===== src/rtl/freq_pkg.sv =====
// Types and constants shared by the frequency counter and the downstream BCD stage.
package freq_pkg;

  localparam int unsigned BIN_W = 8;

  typedef enum logic [1:0] {
    IDLE  = 2'd0,
    GATE  = 2'd1,
    LATCH = 2'd2
  } freq_state_e;

endpackage


===== src/rtl/freq_gate_counter_sync_edge.sv =====
// Multi-flop synchronizer for an asynchronous input followed by a registered
// rising-edge strobe; strobe appears SYNC_STAGES+1 cycles after the input edge.
module sync_edge #(
  parameter int unsigned SYNC_STAGES = 2
) (
  input  logic clk,
  input  logic rst_n,
  input  logic d,
  output logic rise
);

  logic [SYNC_STAGES-1:0] sync_q;
  logic                   prev_q;
  logic                   rise_q;

  always_ff @(posedge clk or negedge rst_n) begin
    if (!rst_n) begin
      sync_q <= '0;
      prev_q <= 1'b0;
      rise_q <= 1'b0;
    end else begin
      sync_q <= {sync_q[SYNC_STAGES-2:0], d};
      prev_q <= sync_q[SYNC_STAGES-1];
      rise_q <= sync_q[SYNC_STAGES-1] & ~prev_q;
    end
  end

  assign rise = rise_q;

endmodule


===== src/rtl/freq_gate_counter.sv =====
// Gated edge counter: counts sig_in rising edges over GATE_CYCLES clocks and latches
// the result into bin. Define FREQ_OVF_SAT_EN for saturating count with an overflow flag.
module freq_gate_counter
  import freq_pkg::*;
#(
  parameter int unsigned GATE_CYCLES = 1000000,
  parameter int unsigned SYNC_STAGES = 2
) (
  input  logic             clk,
  input  logic             rst_n,
  input  logic             en,
  input  logic             sig_in,
  output logic [BIN_W-1:0] bin,
  output logic             valid,
  output logic             ovf
);

  localparam int unsigned        TIMER_W    = (GATE_CYCLES > 1) ? $clog2(GATE_CYCLES) : 1;
  localparam logic [TIMER_W-1:0] TIMER_LAST = TIMER_W'(GATE_CYCLES - 1);

  freq_state_e        state_q, state_d;
  logic [TIMER_W-1:0] timer_q, timer_d;
  logic [BIN_W-1:0]   count_q, count_d;
  logic [BIN_W-1:0]   bin_q,   bin_d;
  logic               valid_q, valid_d;
  logic               rise;

`ifdef FREQ_OVF_SAT_EN
  logic wovf_q, wovf_d;
  logic ovf_q,  ovf_d;
`endif

  sync_edge #(
    .SYNC_STAGES (SYNC_STAGES)
  ) u_sync_edge (
    .clk   (clk),
    .rst_n (rst_n),
    .d     (sig_in),
    .rise  (rise)
  );

  always_comb begin
    state_d = state_q;
    timer_d = timer_q;
    count_d = count_q;
    bin_d   = bin_q;
    valid_d = 1'b0;
`ifdef FREQ_OVF_SAT_EN
    wovf_d  = wovf_q;
    ovf_d   = ovf_q;
`endif
    case (state_q)
      IDLE: begin
        timer_d = '0;
        count_d = '0;
`ifdef FREQ_OVF_SAT_EN
        wovf_d  = 1'b0;
`endif
        if (en) state_d = GATE;
      end
      GATE: begin
        if (!en) begin
          state_d = IDLE;
          timer_d = '0;
          count_d = '0;
`ifdef FREQ_OVF_SAT_EN
          wovf_d  = 1'b0;
`endif
        end else begin
          timer_d = timer_q + TIMER_W'(1);
          if (rise) begin
`ifdef FREQ_OVF_SAT_EN
            if (count_q == '1) wovf_d  = 1'b1;
            else               count_d = count_q + BIN_W'(1);
`else
            count_d = count_q + BIN_W'(1);
`endif
          end
          if (timer_q == TIMER_LAST) begin
            state_d = LATCH;
            timer_d = '0;
          end
        end
      end
      LATCH: begin
        bin_d   = count_q;
        valid_d = 1'b1;
        timer_d = '0;
        // An edge landing on the latch cycle belongs to the next window.
        count_d = rise ? BIN_W'(1) : '0;
`ifdef FREQ_OVF_SAT_EN
        ovf_d   = wovf_q;
        wovf_d  = 1'b0;
`endif
        state_d = en ? GATE : IDLE;
      end
      default: state_d = IDLE;
    endcase
  end

  always_ff @(posedge clk or negedge rst_n) begin
    if (!rst_n) begin
      state_q <= IDLE;
      timer_q <= '0;
      count_q <= '0;
      bin_q   <= '0;
      valid_q <= 1'b0;
`ifdef FREQ_OVF_SAT_EN
      wovf_q  <= 1'b0;
      ovf_q   <= 1'b0;
`endif
    end else begin
      state_q <= state_d;
      timer_q <= timer_d;
      count_q <= count_d;
      bin_q   <= bin_d;
      valid_q <= valid_d;
`ifdef FREQ_OVF_SAT_EN
      wovf_q  <= wovf_d;
      ovf_q   <= ovf_d;
`endif
    end
  end

  assign bin   = bin_q;
  assign valid = valid_q;
`ifdef FREQ_OVF_SAT_EN
  assign ovf   = ovf_q;
`else
  assign ovf   = 1'b0;
`endif

endmodule


===== config.mk =====
export PLATFORM = sky130hd
export DESIGN_NAME = freq_gate_counter
export DESIGN_NICKNAME = d
export VERILOG_FILES = /design/src/rtl/freq_pkg.sv /design/src/rtl/freq_gate_counter_sync_edge.sv /design/src/rtl/freq_gate_counter.sv
export SDC_FILE = /design/constraint.sdc
export NUM_CORES = 1
export LEC_CHECK = 0
export BUFFER_PORTS_ARGS = -buffer_cell sky130_fd_sc_hd__buf_4
export CAP_MARGIN = 30
export CORE_MARGIN = 2
export CORE_UTILIZATION = 55
export DETAILED_ROUTE_END_ITERATION = 7
export GPL_TIMING_DRIVEN = 0
export PLACE_DENSITY = 0.73
export SLEW_MARGIN = 0
export SYNTH_ARGS = -nofsm -noshare
export SYNTH_HDL_FRONTEND = slang
export SYNTH_SLANG_ARGS = --single-unit

===== constraint.sdc =====
create_clock -name clk -period 2.4 [get_ports clk]
set_clock_uncertainty 0.1 [all_clocks]
set_input_delay 0.12 -clock clk [delete_from_list [all_inputs] [get_ports clk]]
set_output_delay 0.12 -clock clk [all_outputs]
set_load 0.05 [all_outputs]

# Word level (Yosys, flattened, before mapping)
# Index checks and enable logic that the tools add are counted.
# W data, S select, Z words.
# classes
addsub	2
n_eq_ne	6
n_mux	13
n_bitwise	2
n_reduce_logical	6
# op_table
cell	count
$mux W20	2
$pmux W20 S2	1
$pmux W8 S3	1
$add A20 B1 Y20 const B	1
$eq A20 B20 Y1 const B	1
$mux W8	2
$add A8 B1 Y8 const B	1
$mux W2	3
$pmux W2 S3	1
$reduce_and A2 Y1	2
$mux W1	3
$ne A3 B2 Y1 const B	1
$ne A3 B3 Y1 const B	1
$reduce_bool A3 Y1	1
$eq A2 B1 Y1 const B	1
$eq A2 B2 Y1 const B	1
$logic_not A2 Y1	1
$ne A2 B2 Y1 const B	1
$reduce_bool A2 Y1	1
$reduce_or A2 Y1	1
$and A1 B1 Y1	1
$not A1 Y1	1
# word_totals
regBits	43
in_bits	4
out_inout_bits	10
word_cells	37

# Depth between registers and ports, before layout
# Gate-level depths: netlist of the first run.
# depth
ltp_word	4
mapped_depth	9
ltp_nobuf	7

# Cells and area by module
# A second synthesis of the first run with hierarchy kept.
# hier_totals
cells_unflattened	214
area_unflattened_um2	2275.9
# by_module_without_submodules
module	n_inst	cells_per_inst	area_each_um2	seq_area_each_um2
freq_gate_counter	1	209	2162.1	975.9
sync_edge	1	5	113.9	100.1

# Worst setup path before layout of the first run
# OpenSTA, ideal clock, no wires.
# synth_path
kind	reg2reg
start	register state_q[0]
end	register timer_q[12]
setup_time_ps	82
arrival_ps	1694
required_time_ps	2218
setup_slack_ps	524
stages_incl_launch_ff	10
cell_sequence	dfrtp_1 inv_1 ha_1 buf_2 nor2_1 nand3_1 a21oi_4 buf_6 a41oi_1 a31oi_1
# synth_via
elab_chain_len	3
word_cells_on_any_way	6
cone_classes	eq/ne: 2; mux: 1; reduce/logical: 3
# synth_lines
item	line_no	source
start, declared	freq_gate_counter.sv:21	freq_state_e state_q, state_d;
start signal, assigned	freq_gate_counter.sv:113	state_q <= state_d;
$eq A2 B2 Y1 / $logic_not A2 Y1 (equally long branches)	freq_gate_counter.sv:52	case (state_q)
$reduce_or A2 Y1 (no source line)	n/a	
$pmux W20 S2 / $reduce_bool A2 Y1 (equally long branches)	n/a	
end signal, assigned	freq_gate_counter.sv:114	timer_q <= timer_d;
end, declared	freq_gate_counter.sv:22	logic [TIMER_W-1:0] timer_q, timer_d;
# Several ways; a longest one is shown, not always the timed one.
# A chain may end at the register's enable or synchronous reset.

# Final worst setup path of the first run
# layout_path
start	register state_q[0]
end	register timer_q[19]
# The elaborated chain is that of the path after synthesis.

==> out/results.txt, run 1 <==
CTS Buf Count -> 5
Synthesized instance count -> 210
Net Sw Power -> 450 uW
Static leakage -> 0.00114 uW
Die width -> 67.5 um
Syn avg cell area -> 10.6 um^2
Sequential share of the synthesized area -> 48.5%
Yosys warnings -> 0
Clock-pin slew on the worst setup and hold paths -> 0.08 ns
Ys async rst share -> 100%
Final nets -> 241
Measured slew at the worst slew-check pin -> 0.533 ns
Cell variety after synth -> 48
# resized after CTS -> 0
Grt total ovfl -> 0
Critical Setup Path Class -> flip-flop to flip-flop
Pwr/cell area -> 608 nW/um^2
Std cell rows -> 23
Final ANT Viol Nets -> 0
Fillers -> 331
Hold_sp -> en
Unrepaired setup endpoints after global routing -> false
Outcome -> finished clean
Die height -> 67.5 um
Power Total -> 1500 uW
RR Startpoint -> state_q[0]$_DFFE_PN0P_
Period minus WS final -> 2.15 ns
Die ar. -> 4560 um^2
Setup Total Neg Slack -> 0 ns
Post-detailed-route via-to-cell ratio -> 5.75
Tot GR Track Use -> 20.3%
Top-level I/O count -> 14
Area grow syn2layout -> 11.4%
Clock power share -> 29.9%
Layout cells sized above 1 -> 19.5%
EDFF count, synth -> 0
Max-slew headroom -> 64.3%
Initial antenna violation count -> 0
Max H-tree Level -> 2
Routability congestion estimate -> 0.812
Switching share of power -> 29.9%
Flop-to-flop setup slack -> 0.25 ns
Internal -> 1050 uW
Maximum clock frequency -> 465 MHz
CP Launch Type -> flip-flop
CP Capture Type -> flip-flop
DP HPWL -> 2830 um
Max Cap Viol -> 0
Placed insts -> 271
Largest net degree at the start of global routing -> 44
DRC Markers -> 0
Max Root-Sink Buffers -> 2
Fin. max-slew vios -> 0
Core ar. -> 3940 um^2
Routed vias -> 1617
Routed length per instance -> 14.5 um
Final hold violations -> 0
Post-Syn Area -> 2220 um^2
#FFs+latches synth -> 43
First-pass GRT wire length -> 6890 um
TritonCTS clock tree -> built
Maximum vdd drop -> 0.000450 V
Mapped Nets -> 221
R2R cell count -> 9
Sink Count -> 43
Initial DRC Count -> 89
# setup viols final -> 0
Routed WL -> 4080 um
Hold Crit Endpoint -> count_q[1]$_DFFE_PN0P_
Critical-path maximum fanout -> 10
Hold/Removal Path Class -> primary input to flip-flop
Number of global-route vias before repair -> 1488
Root Driver -> clkbuf_8
CP Data Arrival Time -> 2.27 ns
# diodes -> 0
I/O Buffers -> 11
Final Cycle Share -> 89.7%
Sequential power share -> 51.2%
Logic gate share of total power -> 19.0%
Initial Util -> 56.3%
Post-route insts no fill -> 281
Hold Path Cell Cnt -> 3
Worst EP required -> 2.52 ns
Synth Flop Type -> dfrtp_1
Worst-Skew Late Latency -> 0.29 ns
TritonRoute pass-1 iters -> 4
Reg-to-Reg End -> timer_q[19]$_DFFE_PN0P_
[logic make-up (layout without fill, tap and decap cells)]
kind of cell	count (synthesis)	in the layout	share of synthesized area (%)
flip-flops	43	43	48.5
adder cells (fa/ha/maj)	7	7	3.95
other	1	1	0.169
buffers and inverters	19	40	4.23
AO/OA/AOI/OAI	42	42	13.2
AND/OR/NAND/NOR	78	78	20.8
multiplexers	13	13	6.37
XOR/XNOR	7	7	2.76
[cells in the mapped netlist (2+ instances only)]
master    instances  area (um^2)
dfrtp_1          43         1080
nand2_1          21         78.8
nor2_1           13         48.8
nand3_1          12         60.1
inv_1            10         37.5
a21oi_1           9         45.0
a31oi_1           9         56.3
mux2_2            9          101
ha_1              7         87.6
and3_1            6         37.5
nand4_1           6         37.5
xor2_1            5         43.8
a22o_1            4         35.0
mux2i_1           4         40.0
o21ai_0           4         20.0
a21o_1            3         22.5
a41oi_1           3         26.3
buf_2             3         15.0
buf_4             3         22.5
nand2b_1          3         18.8
o22ai_1           3         18.8
clkbuf_1          2         7.51
nand3b_1          2         15.0
xnor2_1           2         17.5
[worst max path at each step]
stage | start | end | slack (ns) | cells past startpoint
after floorplan | state_q[0]$_DFFE_PN0P_ | timer_q[12]$_DFFE_PN0P_ | 0.52 | 9
after global placement | state_q[0]$_DFFE_PN0P_ | timer_q[19]$_DFFE_PN0P_ | 0.27 | 9
after detailed placement | state_q[0]$_DFFE_PN0P_ | timer_q[19]$_DFFE_PN0P_ | 0.24 | 9
after CTS | state_q[0]$_DFFE_PN0P_ | timer_q[19]$_DFFE_PN0P_ | 0.22 | 9
after global routing | state_q[0]$_DFFE_PN0P_ | timer_q[13]$_DFFE_PN0P_ | 0.06 | 9
final | state_q[0]$_DFFE_PN0P_ | timer_q[19]$_DFFE_PN0P_ | 0.25 | 9
[critical path: stages (launching register included)]
cell and delay (ns):
dfrtp_1 0.41, inv_1 0.09, ha_1 0.21, buf_2 0.20, nor2_1 0.16, nand3_1 0.15
a21oi_4 0.27, buf_4 0.24, nand4_1 0.10, mux2i_1 0.15
[metrics by stage]
stage / setup slack (ns) / hold WS (ns) / util [%] / instance area (um^2)
global placement: 0.269 / 0.0459 / 60.0 / 2360
detailed placement: 0.241 / 0.0466 / 60.0 / 2360
floorplan: 0.524 / -0.276 / - / 2220
CTS: 0.222 / 0.0540 / 62.7 / 2470
global route: 0.0571 / 0.0668 / 62.7 / 2470
finish: 0.248 / 0.0673 / 62.7 / 2470
[layer usage]
layer	GRT usage, %	wire [um]	up-vias
li1	-	-	801
met1	28.0	2060	787
met2	31.4	1860	23
met3	5.17	106	6
met4	6.12	53	0
met5	0	0	-
[power groups by stage]
stage | combinational (uW) | sequential [uW] | clock (uW)
global placement | 278 | 783 | 0
detailed placement | 282 | 785 | 0
floorplan | 199 | 790 | 0
finish | 285 | 770 | 449
CTS | 285 | 770 | 467
global route | 317 | 776 | 493
[flip-flops by register name (all words and copies together) (netlist names)]
register / flops
valid: 1
bin: 8
state_q: 2
u_sync_edge.prev_q: 1
count_q: 8
u_sync_edge.sync_q: 2
u_sync_edge.rise: 1
timer_q: 20
[area by class of cell]
type	count	area, um^2	area share, %
clock inverters	3	20.0	0.809
well taps	50	62.6	2.53
clock buffers	5	68.8	2.78
multi-input cells	148	1050	42.4
flip-flops and latches	43	1080	43.5
repair buffers	13	103	4.15
plain buffers	9	56.3	2.28
inverters	10	37.5	1.52
[cells in the final DEF, fill, tap and decap left out, types with 2 or more instances in the layout]
cell / count
inv_1: 10
nor2_1: 13
dlygate4sd3_1: 2
clkbuf_1: 2
a22o_1: 4
o21ai_0: 4
nand4_1: 6
nand3b_1: 2
and3_1: 6
o22ai_1: 3
a21oi_1: 9
dfrtp_1: 43
buf_4: 14
nand3_1: 12
a31oi_1: 9
nand2_1: 21
clkinvlp_4: 2
nand2b_1: 3
mux2_2: 9
a21o_1: 3
xnor2_1: 2
ha_1: 7
a41oi_1: 3
mux2i_1: 4
clkbuf_8: 5
xor2_1: 5
buf_2: 3
[what timing repair did]
action	4_1_cts	5_1_grt
hold endpoints to repair	44	0
buffers inserted	0	0
hold buffers	2	0
(Power assumes the default switching activity.)
==> inputs of run 2 (changes only) <==
--- a/config.mk
+++ b/config.mk
@@ -12,6 +12,7 @@
 export DETAILED_ROUTE_END_ITERATION = 7
 export GPL_TIMING_DRIVEN = 0
 export PLACE_DENSITY = 0.73
+export RECOVER_POWER = 100
 export SLEW_MARGIN = 0
 export SYNTH_ARGS = -nofsm -noshare
 export SYNTH_HDL_FRONTEND = slang
==> out/results.txt, run 2 (synthesis results as in run 1) <==
Die width -> 67.5 um
Post-detailed-route via-to-cell ratio -> 5.81
DP HPWL -> 2830 um
RR Startpoint -> state_q[0]$_DFFE_PN0P_
Final Cycle Share -> 89.9%
Maximum vdd drop -> 0.000457 V
Root Driver -> clkbuf_8
Hold/Removal Path Class -> primary input to flip-flop
Max Cap Viol -> 0
Initial antenna violation count -> 0
CP Capture Type -> flip-flop
Static leakage -> 0.00110 uW
Most frequent cells in the layout -> dfrtp_1, nand2_1, nor2_1
Max Root-Sink Buffers -> 2
Initial Util -> 56.3%
Std cell rows -> 23
Die height -> 67.5 um
Max H-tree Level -> 2
Measured slew at the worst slew-check pin -> 1.04 ns
Final ANT Viol Nets -> 0
Core ar. -> 3940 um^2
Setup Total Neg Slack -> 0 ns
R2R cell count -> 9
TritonRoute pass-1 iters -> 4
Most common cell after layout, fill and taps aside -> dfrtp_1
Critical-path maximum fanout -> 10
Final nets -> 241
Cell area after layout -> 2420 um^2
Hold Path Cell Cnt -> 3
Hold_sp -> en
Period minus WS final -> 2.16 ns
Largest net degree at the start of global routing -> 44
Unrepaired setup endpoints after global routing -> false
Clock power share -> 29.9%
Initial DRC Count -> 56
Flop-to-flop setup slack -> 0.24 ns
Final hold violations -> 0
Power Total -> 1500 uW
Internal -> 1050 uW
Max-slew headroom -> 30.5%
# diodes -> 0
Biggest register -> timer_q
Sink Count -> 43
Layout cells sized above 1 -> 14.7%
Routability congestion estimate -> 0.812
CP Data Arrival Time -> 2.28 ns
Die ar. -> 4560 um^2
CP Launch Type -> flip-flop
Tot GR Track Use -> 20.3%
Fin. max-slew vios -> 0
DRC Markers -> 0
Reg-to-Reg End -> timer_q[19]$_DFFE_PN0P_
# setup viols final -> 0
Maximum clock frequency -> 464 MHz
Outcome -> finished clean
Worst EP required -> 2.52 ns
Worst-Skew Late Latency -> 0.29 ns
Net Sw Power -> 451 uW
Area grow syn2layout -> 9.24%
Clock-pin slew on the worst setup and hold paths -> 0.08 ns
Sequential power share -> 51.3%
Max reg flops -> 20
Number of global-route vias before repair -> 1488
Switching share of power -> 30.0%
First-pass GRT wire length -> 6890 um
I/O Buffers -> 11
Routed length per instance -> 14.6 um
CTS Buf Count -> 5
Routed vias -> 1632
Grt total ovfl -> 0
Hold Crit Endpoint -> count_q[1]$_DFFE_PN0P_
Logic gate share of total power -> 18.8%
Pwr/cell area -> 619 nW/um^2
# resized after CTS -> 0
Critical Setup Path Class -> flip-flop to flip-flop
TritonCTS clock tree -> built
Placed Area -> 2360 um^2
Top-level I/O count -> 14
Routed WL -> 4090 um
==> run 2: changes by cell type in the layout (fill, tap and decap cells not counted), sizes merged <==
cell,previous run,this run
buf,18,7
clkbuf,7,18
==> run 2: power by group through the flow <==
stage | registers [uW] | logic, uW | clock network (uW)
5_1_grt | 775 | 313 | 493
4_1_cts | 770 | 285 | 467
6_report | 770 | 282 | 449
3_3_place_gp | 783 | 278 | 0
2_1_floorplan | 790 | 199 | 0
3_5_place_dp | 785 | 282 | 0
==> run 2: timing repair <==
action,in CTS,in global routing
buffers inserted,0,0
hold buffers,2,0
setup endpoints to repair,0,0
endpoints found under the hold margin,44,0
==> run 2: worst max path at each step <==
stage | from | endpoint | slack, ns | cells past startpoint
after floorplan | state_q[0]$_DFFE_PN0P_ | timer_q[12]$_DFFE_PN0P_ | 0.52 | 9
after global placement | state_q[0]$_DFFE_PN0P_ | timer_q[19]$_DFFE_PN0P_ | 0.27 | 9
after detailed placement | state_q[0]$_DFFE_PN0P_ | timer_q[19]$_DFFE_PN0P_ | 0.24 | 9
after CTS | state_q[0]$_DFFE_PN0P_ | timer_q[19]$_DFFE_PN0P_ | 0.22 | 9
after global routing | state_q[0]$_DFFE_PN0P_ | timer_q[13]$_DFFE_PN0P_ | 0.06 | 9
final | state_q[0]$_DFFE_PN0P_ | timer_q[19]$_DFFE_PN0P_ | 0.24 | 9
==> run 2: metal layers <==
layer  track usage [%]  share of wire, %
met2              31.4                45
met4              6.12               1.3
met5                 0                 0
met3              5.17               3.2
met1              28.0                50
==> run 2: final cells by class <==
class | instances | area (um^2)
inverter | 10 | 37.5
buffer | 9 | 56.3
timing repair buffer | 13 | 66.3
multi-input combinational | 148 | 1040
clock inverter | 3 | 20.0
clock buffer | 5 | 68.8
tap | 50 | 62.6
sequential | 43 | 1080
fill | 339 | 1520
==> run 2: metrics by stage <==
stage | setup slack (ns) | util, % | hold slack, ns | cells
after floorplan | 0.524 | - | -0.276 | 210
after global placement | 0.269 | 60.0 | 0.0459 | 271
after detailed placement | 0.241 | 60.0 | 0.0466 | 271
after CTS | 0.222 | 62.7 | 0.0540 | 281
after global routing | 0.0571 | 61.5 | 0.0668 | 281
final | 0.244 | 61.5 | 0.0675 | 281
==> run 2: critical path, cell delays in order, from the launching register on <==
cell and delay (ns):
dfrtp_1 0.41, inv_1 0.09, ha_1 0.21, buf_2 0.20, nor2_1 0.16, nand3_1 0.15, a21oi_4 0.27, buf_4 0.24
nand4_1 0.10, mux2i_1 0.15
==> inputs of run 3 (changes only) <==
--- a/config.mk
+++ b/config.mk
@@ -5,13 +5,15 @@
 export SDC_FILE = /design/constraint.sdc
 export NUM_CORES = 1
 export LEC_CHECK = 0
+export ABC_AREA = 1
 export BUFFER_PORTS_ARGS = -buffer_cell sky130_fd_sc_hd__buf_4
 export CAP_MARGIN = 30
 export CORE_MARGIN = 2
-export CORE_UTILIZATION = 55
+export CORE_UTILIZATION = 50
 export DETAILED_ROUTE_END_ITERATION = 7
 export GPL_TIMING_DRIVEN = 0
-export PLACE_DENSITY = 0.73
+export HOLD_SLACK_MARGIN = 0.15
+export PLACE_DENSITY = 0.68
 export RECOVER_POWER = 100
 export SLEW_MARGIN = 0
 export SYNTH_ARGS = -nofsm -noshare
==> out/results.txt, run 3 <==
Critical Setup Path Class -> flip-flop to flip-flop
Commonest cells in the netlist -> nand2_1, dfrtp_1, inv_1
Hold/Removal Path Class -> flip-flop to flip-flop
Period minus WS final -> 1.95 ns
Measured slew at the worst slew-check pin -> 1.05 ns
RR Startpoint -> state_q[0]$_DFFE_PN0P_
Worst EP required -> 2.51 ns
Fin. max-slew vios -> 0
Die height -> 72.5 um
Reg-to-Reg End -> count_q[7]$_DFFE_PN0P_
Outcome -> finished clean
Initial DRC Count -> 166
Max Cap Viol -> 0
Worst Setup SP -> state_q[0]$_DFFE_PN0P_
Layout Utilization -> 57.1%
Final hold violations -> 0
Static leakage -> 0.00119 uW
GRT Max-Usage Layer -> met1
Layout cells sized above 1 -> 6.96%
Routed vias -> 1888
Cell variety after synth -> 27
Root Driver -> clkbuf_8
DRC Markers -> 0
TritonCTS clock tree -> built
Post-Syn Area -> 2340 um^2
Syn avg cell area -> 7.97 um^2
Setup Total Neg Slack -> 0 ns
Met2 GRT Util -> 27.6%
Sequential power share -> 53.5%
Most common cell in the netlist -> nand2_1
Hold Slack -> 0.255 ns
Sequential share of the synthesized area -> 45.9%
Critical-path maximum fanout -> 10
Max H-tree Level -> 2
Power Total -> 1440 uW
Die ar. -> 5250 um^2
Dominant cell type by area after synthesis -> dfrtp_1
Max-slew headroom -> 29.7%
Die width -> 72.5 um
Max reg flops -> 20
Most used cell, CP -> inv_1
Switching share of power -> 27.1%
Met1 Use GR -> 30.4%
Final nets -> 327
Clock power share -> 32.0%
Yosys warnings -> 0
CP Capture Type -> flip-flop
Biggest register -> timer_q
Most frequent cells in the layout -> nand2_1, dfrtp_1, inv_1
Largest net degree at the start of global routing -> 44
Clock-pin slew on the worst setup and hold paths -> 0.08 ns
# resized after CTS -> 0
Initial antenna violation count -> 0
CP Launch Type -> flip-flop
Area grow syn2layout -> 8.22%
Synth Flop Type -> dfrtp_1
CP Data Arrival Time -> 2.06 ns
Post-synth top area share -> 45.9%
Core ar. -> 4440 um^2
Worst setup path end -> count_q[7]$_DFFE_PN0P_
Global-route met3 utilization -> 5.00%
Worst-Skew Late Latency -> 0.29 ns
Number of global-route vias before repair -> 1734
Post-route insts no fill -> 368
R2R cell count -> 8
CTS Buf Count -> 5
Initial Util -> 52.7%
I/O Buffers -> 12
Ys async rst share -> 100%
Sink Count -> 43
TritonRoute pass-1 iters -> 4
Maximum vdd drop -> 0.000322 V
Mapped Nets -> 305
Unrepaired setup endpoints after global routing -> false
Worst stage delay on the critical path -> 0.45 ns
Internal -> 1050 uW
Net Sw Power -> 390 uW
Hold_sp -> u_sync_edge.sync_q[0]$_DFF_PN0_
Flop-to-flop setup slack -> 0.45 ns
Grt total ovfl -> 0
CP max stage cell -> dfrtp_1
Synthesized instance count -> 294
Std cell rows -> 24
Crit path buf inv count -> 3
Most common cell after layout, fill and taps aside -> nand2_1
#FFs+latches synth -> 43
# diodes -> 0
Critical path, cell by cell -> ha_1, inv_1, o21ai_2, inv_1, nand3_1, inv_1, nand3_1, o21ai_0
Final Cycle Share -> 81.2%
Largest cells by area after synthesis -> dfrtp_1, nand2_1, inv_1
First-pass GRT wire length -> 8050 um
Maximum clock frequency -> 513 MHz
Tot GR Track Use -> 19.9%
Routability congestion estimate -> 0.757
# setup viols final -> 0
DP HPWL -> 3250 um
Top-level I/O count -> 14
Largest delay share family, worst path -> buffers and inverters
Placed insts -> 358
EDFF count, synth -> 0
Routed length per instance -> 12.3 um
Max Root-Sink Buffers -> 2
Routed WL -> 4530 um
Final ANT Viol Nets -> 0
WP depth -> 8
Pwr/cell area -> 568 nW/um^2
Logic gate share of total power -> 14.5%
Post-detailed-route via-to-cell ratio -> 5.13
## run 3: cells by family (layout without fill, tap and decap cells)
family | Yosys count | count (layout) | share of synthesized area, %
AND/OR/NAND/NOR | 157 | 157 | 28.9
flip-flops | 43 | 43 | 45.9
buffers and inverters | 41 | 63 | 7.42
AO/OA/AOI/OAI | 37 | 37 | 10.9
XOR/XNOR | 8 | 8 | 2.99
adder cells (fa/ha/maj) | 7 | 7 | 3.74
other | 1 | 1 | 0.160
## run 3: worst min-delay path by stage
| stage | end | slack (ns) | cells past startpoint |
|---|---|---|---|
| final | u_sync_edge.sync_q[1]$_DFF_PN0_ | 0.26 | 0 |
| after global routing | u_sync_edge.sync_q[1]$_DFF_PN0_ | 0.27 | 0 |
| after CTS | u_sync_edge.sync_q[1]$_DFF_PN0_ | 0.26 | 0 |
| after detailed placement | timer_q[17]$_DFFE_PN0P_ | 0.05 | 1 |
| after global placement | timer_q[17]$_DFFE_PN0P_ | 0.05 | 1 |
| after floorplan | bin[0]$_DFFE_PN0P_ | -0.28 | 0 |
## run 3: final cells by class
class,instances,area (um^2)
clock buffer,6,82.6
inverter,37,139
sequential,43,1080
tap,52,65.1
buffer,4,35.0
fill,423,1910
timing repair buffer,15,83.8
clock inverter,1,5.00
multi-input combinational,210,1050
## run 3: metrics by stage
step | cell area [um^2] | worst slack, ns
floorplan | 2340 | 0.820
global placement | 2500 | 0.566
detailed placement | 2500 | 0.548
CTS | 2620 | 0.517
global route | 2540 | 0.248
finish | 2540 | 0.451
## run 3: worst register-to-register path: cells and delay by family (launching register included)
kind / cells / cell delay (ns)
flip-flops: 1 / 0.45
adder cells (fa/ha/maj): 1 / 0.32
AO/OA/AOI/OAI: 2 / 0.27
AND/OR/NAND/NOR: 2 / 0.19
buffers and inverters: 3 / 0.54
## run 3: what timing repair did
item                      in CTS  in global routing
setup buffers                  0                  0
hold buffers                   3                  0
hold endpoints to repair      51                  0
## run 3: routing by layer
metal | part of all wire (%) | vias up
met2 | 40 | 35
met3 | 5.7 | 4
li1 | - | 987
met5 | 0 | -
met4 | 0.88 | 0
met1 | 53 | 862
## run 3: power by group through the flow
| stage | Clock (uW) | Sequential (uW) | Combinational, uW |
|---|---|---|---|
| final | 460 | 771 | 209 |
| after floorplan | 0 | 777 | 160 |
| after CTS | 471 | 770 | 222 |
| after global placement | 0 | 783 | 215 |
| after detailed placement | 0 | 784 | 218 |
| after global routing | 503 | 774 | 242 |
